**src/rtl/serial_vector_detector.sv**
```systemverilog
// rtl/serial_vector_detector.sv - serial-input sliding-window pattern detector
// One bit per valid cycle into a WIDTH-bit window, masked compare, registered match pulse and saturating count.
module serial_vector_detector #(
  parameter int WIDTH = 9,
  parameter int CNT_W = 16
) (
  input  logic             clk,
  input  logic             rst,
  input  logic             in_valid,
  input  logic             in_bit,
  input  logic             cfg_load,
  input  logic [WIDTH-1:0] cfg_pattern,
  input  logic [WIDTH-1:0] cfg_mask,
  input  logic             cfg_overlap,
  output logic [WIDTH-1:0] window,
  output logic             armed,
  output logic             match,
  output logic [CNT_W-1:0] match_count,
  output logic             count_sat
);

  localparam int FILL_W = ($clog2(WIDTH + 1) < 4) ? 4 : $clog2(WIDTH + 1);
  localparam logic [FILL_W-1:0] FILL_FULL = FILL_W'(WIDTH);

  localparam logic [0:0] ST_FILL  = 1'b0;
  localparam logic [0:0] ST_ARMED = 1'b1;

  logic [WIDTH-1:0]  pattern_q, pattern_d;
  logic [WIDTH-1:0]  mask_q, mask_d;
  logic              overlap_q, overlap_d;
  logic [WIDTH-1:0]  window_q, window_d;
  logic [FILL_W-1:0] fill_q, fill_d;
  logic [0:0]        state_q, state_d;
  logic              match_q, match_d;
  logic [CNT_W-1:0]  match_count_q, match_count_d;
  logic              count_sat_q, count_sat_d;
  logic [FILL_W-1:0] fill_inc;
  logic              hit;

  always_comb begin
    pattern_d     = pattern_q;
    mask_d        = mask_q;
    overlap_d     = overlap_q;
    window_d      = window_q;
    fill_d        = fill_q;
    state_d       = state_q;
    match_d       = 1'b0;
    match_count_d = match_count_q;
    count_sat_d   = count_sat_q;
    fill_inc      = fill_q;
    hit           = 1'b0;

    if (cfg_load) begin
      // A bit arriving with cfg_load is deliberately dropped.
      pattern_d     = cfg_pattern;
      mask_d        = cfg_mask;
      overlap_d     = cfg_overlap;
      window_d      = '0;
      fill_d        = '0;
      state_d       = ST_FILL;
      match_count_d = '0;
      count_sat_d   = 1'b0;
    end else if (in_valid) begin
      window_d = {window_q[WIDTH-2:0], in_bit};
      fill_inc = (fill_q == FILL_FULL) ? fill_q : fill_q + 1'b1;
      fill_d   = fill_inc;
      state_d  = (fill_inc == FILL_FULL) ? ST_ARMED : ST_FILL;
      hit      = (fill_inc == FILL_FULL) && (((window_d ^ pattern_q) & mask_q) == '0);
      if (hit) begin
        match_d = 1'b1;
        if (match_count_q != '1) begin
          match_count_d = match_count_q + 1'b1;
        end
        if (match_count_d == '1) begin
          count_sat_d = 1'b1;
        end
        // Non-overlap: the window must refill completely before the next match.
        if (!overlap_q) begin
          fill_d  = '0;
          state_d = ST_FILL;
        end
      end
    end
  end

  always_ff @(posedge clk or posedge rst) begin
    if (rst) begin
      pattern_q     <= '0;
      mask_q        <= '1;
      overlap_q     <= 1'b1;
      window_q      <= '0;
      fill_q        <= '0;
      state_q       <= ST_FILL;
      match_q       <= 1'b0;
      match_count_q <= '0;
      count_sat_q   <= 1'b0;
    end else begin
      pattern_q     <= pattern_d;
      mask_q        <= mask_d;
      overlap_q     <= overlap_d;
      window_q      <= window_d;
      fill_q        <= fill_d;
      state_q       <= state_d;
      match_q       <= match_d;
      match_count_q <= match_count_d;
      count_sat_q   <= count_sat_d;
    end
  end

  assign window      = window_q;
  assign armed       = (state_q == ST_ARMED);
  assign match       = match_q;
  assign match_count = match_count_q;
  assign count_sat   = count_sat_q;

endmodule

```
**config.mk**
```make
export PLATFORM = sky130hd
export DESIGN_NAME = serial_vector_detector
export DESIGN_NICKNAME = d
export VERILOG_FILES = /design/src/rtl/serial_vector_detector.sv
export SDC_FILE = /design/constraint.sdc
export NUM_CORES = 1
export LEC_CHECK = 0
export ABC_CLOCK_PERIOD_IN_PS = 2240
export CAP_MARGIN = 20
export CORE_UTILIZATION = 30
export DETAILED_ROUTE_END_ITERATION = 8
export DONT_BUFFER_PORTS = 1
export GPL_ROUTABILITY_DRIVEN = 0
export SETUP_SLACK_MARGIN = 0.15
export SLEW_MARGIN = 20
export SYNTH_ARGS = -nofsm -noshare
export SYNTH_HDL_FRONTEND = slang
export SYNTH_SLANG_ARGS = --single-unit
```
**constraint.sdc**
```tcl
create_clock -name clk -period 2.24 [get_ports clk]
set_input_delay 0.336 -clock clk [delete_from_list [all_inputs] [get_ports clk]]
set_output_delay 0.336 -clock clk [all_outputs]
set_load 0.01 [all_outputs]
```
Word level (Yosys, flattened, before mapping)
Cells that the tools add are included.

Register bits: 51. Bits of input ports: 24. Output and inout port bits: 28. Logic and storage cells: 50.

Add/sub/neg operators: 2. Equal/unequal tests: 4. Mux-type cells: 26. Bitwise gates (word level): 2. Reduce and logical (&&, ||, !) cells: 7.

Operators by type and width (number): $mux W16 (7); $mux W4 (5); $mux W9 (2); $add A16 B1 Y16 const B (1); $eq A16 B16 Y1 const B (1); $ne A16 B16 Y1 const B (1); $mux W1 (12); $and A9 B9 Y9 (1); $logic_not A9 Y1 (1); $xor A9 B9 Y9 (1); $eq A4 B4 Y1 const B (2); $reduce_bool A2 Y1 (3); $add A4 B1 Y4 const B (1); $reduce_and A3 Y1 (1); $reduce_and A2 Y1 (1); $logic_and A1 B1 Y1 (1).

Logic depth before layout (Yosys ltp)
Gate-level depths: netlist of the first run.

Depth in word-level cells: 12. Gate-level depth with buffers: 8. Mapped depth without buffers: 7.

Least setup slack after synthesis of the first run
Ideal clock, no wire load.

Path kind: reg-to-reg. From: reg fill_q[0]. To: reg match_count_q[3], in the netlist match_count[3]. Setup time: 0.125 ns. Data arrival time: 2.166 ns. Required time: 2.115 ns. Setup slack: -0.050 ns. Stages on the path, launching flop included: 8. Path buffers: 1. Clock period less this slack: 2.290 ns. Cell sequence: dfrtp_1 -> ha_1 -> a211o_1 -> a21oi_1 -> o221ai_1 -> buf_2 -> nor4_1 -> mux2_2.

Word-level cells in the longest chain between the ends: 6. Elaborated cells on any way between the ends: 7. Those cells by class: add/sub (1); eq/ne (2); mux (1); reduce/logical (3).

Ends and longest elaborated chain: from (decl) (line 32) `logic [FILL_W-1:0] fill_q, fill_d;`; from (signal assigned) (line 102) `fill_q <= fill_d;`; $add A4 B1 Y4 or $eq A4 B4 Y1 (tied branches) (line 65) `fill_inc = (fill_q == FILL_FULL) ? fill_q : fill_q + 1'b1;`; $mux W4 (*) (line 65); $eq A4 B4 Y1 (*) (line 68) `hit = (fill_inc == FILL_FULL) && (((window_d ^ pattern_q) & mask_q) == '0);`; $logic_and A1 B1 Y1 (*) (line 68); $reduce_bool A2 Y1 (no source line) (*); $reduce_and A2 Y1 (no source line) (*); to (signal assigned) (line 105) `match_count_q <= match_count_d;`; to (decl) (line 35) `logic [CNT_W-1:0] match_count_q, match_count_d;`.

Mark *: on every way between the ends. The rest lies on a longest branch, timed or not. A chain may end at the register's enable or synchronous reset.

Worst setup path in the final report of the first run
From: reg fill_q[0]. To: reg match_count_q[13], in the netlist match_count[13].

The elaborated chain is that of the path after synthesis.

==> results.md, run 1 <==
- Row count: 35
- Vias/cell: 5.60
- Synth warnings: 0
- Mapped Nets: 304
- Sequential cell area fraction in the yosys report: 45.6%
- Post-route DRC violation count: 0
- Vias in the first global route: 2370
- Crit-path max FO: 15
- IO buf count: 0
- CTS tree: yes
- Critical Path RT: 2480 ps
- Fill cell count: approximately 930
- Fin crit share: 97.4%
- Ant diodes: 0
- Slew Limit Fails: 0
- Starting density of the core: 30.8%
- Slowest-stage cell, CP: or4_4
- Final setup violating endpoints: 0
- Crit path cell chain: ha_2 -> a211o_1 -> a21oi_2 -> o221ai_2 -> buf_12 -> or4_4 -> mux2i_1
- Worst hold slack: 75.1 ps
- Cells on worst reg2reg path: 7
- Met3 GRT Util: 4.29%
- Reg2Reg Launch Point: fill_q[0]$_DFFE_PP0P_
- Maximum VDD drop: 0.000339 V
- Async SR Flop Fraction: 100%
- Synthesized area: 2830 um2
- TritonRoute pass-1 iters: 5
- H-tree depth: 2
- Comb power frac: 10.7%
- Root buffer cell: clkbuf_8
- Power, Total: between 1.5 and 2 mW
- End of the worst register-to-register path: match_count[13]$_DFFE_PP0P_
- Die width: 99.1 um
- Avg Inst Size Synth: between 10 and 15 um2
- Power Density: approximately 520 nW/um2
- Worst Tran Pin Value: 598 ps
- Place WS: 39.2 ps
- Most used DFF post-synth: dfrtp_1
- Yosys top cell area share: 36.3%
- WP buf/inv: 1
- DR iter-0 viols: 187
- Clock tree buffer depth: 2
- Worst Setup SP: fill_q[0]$_DFFE_PP0P_
- Critical path launch point type: flop
- M2 GR Usage: 25.4%
- Post-synth EDFFs: 0
- Maxcap violations: 0
- DPL Wire Length: 5170 um
- Critical path arrival: 2420 ps
- Largest net degree at the start of global routing: 61
- Clock latency on the worst-skew pair: approximately 310 ps
- Final Util: a little under two fifths
- Unrepaired setup endpoints after global routing: true
- Post-Route WL: 7060 um
- Clk_skew: a little over 10 ps
- Switching fraction of total power: 26.2%
- Largest cells by area after synthesis: dfrtp_1 (36%), mux2_2 (9.6%), dfstp_2 (9.3%)
- CTS clk-pin slew, worst paths: 110 ps
- Clock power frac: approximately 33%
- Clk sinks: 51
- Grt total ovfl: 0
- Hold WC Path Type: in -> reg
- Post-synthesis register bit count: 51
- Slowest stage delay, CP: 530 ps
- Synth-to-layout area growth: 19.3%
- Switching pwr: approximately 460 uW
- Leak Pwr: approximately 1.4 nW
- Status: complete, no violations
- Critical path class: reg -> reg
- Most Crowded Layer GR: met2
- Flop pwr share: 56.7%
- I/O Pins: 52
- Global routing met1 resource utilization: 20.1%
- Final Hold Vio Count: 0
- DIE AREA: 9820 um2
- TritonCTS Buffers: 5
- Critical Path End: match_count[13]$_DFFE_PP0P_
- Die height: 99.1 um
- Share of post-route cells with drive strength above 1: around a third
- FMAX: 459 MHz
- Slew headroom: 60.1%
- CP top delay family: compound AO/OA/AOI/OAI gates
- Sequential cell area: 1290 um2
- Minimum clock period: 2180 ps
- Worst Hold Launch: cfg_load
- Post-DRT Antenna Nets: 0
- Initial antenna violation count: 0
- Endpoint type of the worst setup path: flop
- Critical Path Stages: 7
- Register-to-register setup slack: 60 ps
- Post-Syn Instances: 277
- Synth unique cells: ~50
- Setup ws final: 59.0 ps
- Post-synth top area cell: dfrtp_1
- Via Count: 2311
- First-pass GRT wire length: ~12000 um
- Internal: between 1 and 1.5 mW
- Final net count: 328
- Core area: 9200 um2
- GRT Overall Usage: 15.4%
- Multi-input logic area: 1550 um2
- Routed length per instance: 17.1 um
[metrics by stage]
stage / std cells / setup TNS, ps / cell area [um2]
2_1_floorplan: 277 / 0 / 2910
3_3_place_gp: 402 / 0 / 3210
3_5_place_dp: 402 / 0 / 3210
4_1_cts: 413 / 0 / 3350
5_1_grt: 413 / -671 / 3380
6_report: 413 / 0 / 3380
[layout make-up]
| type | instances | share of cell area (%) |
|---|---|---|
| clock buffers | 5 | 2.04 |
| clock inverters | 3 | 0.778 |
| inverters | 6 | 0.667 |
| multi-input cells | 202 | 45.8 |
| flip-flops and latches | 51 | 38.3 |
| well taps | 111 | 4.11 |
| repair buffers | 35 | 8.34 |
[flip-flops by register name, indices dropped and copies added, names as in the netlist]
signal	cells
match_count	16
mask_q	9
fill_q	4
match	1
count_sat	1
armed	1
window	9
overlap_q	1
pattern_q	9
[timing repair]
item,4_1_cts,5_1_grt
pin swaps,2,2
setup buffers,2,0
hold buffers,1,0
setup endpoints to repair,17,20
gates resized for setup,6,3
endpoints found under the hold margin,20,0
[synth_stat cells (2+ instances only)]
cell and number:
dfrtp_1 41, nor2_1 30, mux2_2 24, nand2_1 16, clkbuf_1 14, mux2i_1 12
xor2_1 11, dfstp_2 10, nand3_1 9, nand4_1 8, nor2b_1 8, nor4_1 8
a21oi_1 7, inv_1 6, o21ai_0 6, a211oi_1 5, a21o_1 3, a22oi_1 3
a311oi_1 3, a31oi_1 3, and4_1 3, ha_1 3, nor3b_1 3, o311a_1 3
o31ai_1 3, or4_1 3, a31o_2 2, and3_1 2, buf_2 2, nor3_1 2
o211ai_1 2, o221ai_1 2, or3_1 2
[power by group through the flow]
stage               clock network [mW]  registers, mW  logic, mW
finish                           0.576           1.00      0.189
global placement                     0           1.02      0.174
floorplan                            0           1.01      0.148
CTS                              0.603           1.00      0.192
detailed placement                   0           1.02      0.179
global route                     0.632           1.01      0.212
[layer usage]
metal	share of wire [%]	vias to the layer above
li1	-	1072
met1	43	1145
met2	47	87
met3	8.3	7
met4	1.2	0
met5	0	-
[placed cells by master, fill, tap and decap left out, types with 2 or more instances in the layout]
cell type	instances
inv_2	2
dfrtp_2	2
and3_1	2
a31oi_1	3
a311oi_1	3
a22oi_1	3
nor3_1	2
or3_1	2
nand4_1	8
o21ai_0	6
a21oi_1	6
a211oi_1	5
nand3_1	9
mux2i_1	12
a21o_1	3
nor4_1	2
mux2_2	23
nor2b_1	8
ha_4	2
nand2_1	16
o311a_1	3
clkbuf_8	5
nor4_2	5
dfrtp_1	39
xor2_1	11
nor2_1	30
a31o_2	2
and4_1	3
inv_6	2
or4_1	2
dfstp_2	10
nor3b_1	2
o31ai_1	3
o211ai_1	2
inv_1	4
buf_4	32
[kinds of logic (layout without fill, tap and decap cells)]
logic type,count (synthesis),after routing,synth area share [%]
AO/OA/AOI/OAI,50,50,13.1
XOR/XNOR,11,11,3.41
adder cells (fa/ha/maj),3,3,1.33
buffers and inverters,24,49,3.54
flip-flops,51,51,45.6
multiplexers,36,36,13.8
AND/OR/NAND/NOR,102,102,19.2
[worst min-delay path by stage]
stage	end	slack (ps)	cells past startpoint
after floorplan	overlap_q$_DFFE_PP1P_	450	2
after global placement	window[8]$_DFFE_PP0P_	320	1
after detailed placement	pattern_q[8]$_DFFE_PP0P_	330	1
after CTS	window[5]$_DFFE_PP0P_	60	1
after global routing	window[4]$_DFFE_PP0P_	60	1
final	window[5]$_DFFE_PP0P_	80	1
No activity file was read; power rests on OpenSTA's default activity.
==> inputs of run 2 (changes only) <==
--- a/config.mk
+++ b/config.mk
@@ -12,7 +12,7 @@
 export DONT_BUFFER_PORTS = 1
 export GPL_ROUTABILITY_DRIVEN = 0
 export SETUP_SLACK_MARGIN = 0.15
-export SLEW_MARGIN = 20
+export SLEW_MARGIN = 15
 export SYNTH_ARGS = -nofsm -noshare
 export SYNTH_HDL_FRONTEND = slang
 export SYNTH_SLANG_ARGS = --single-unit
==> results of run 2 <==
Final layout, timing and power as in run 1 (identical DEF).
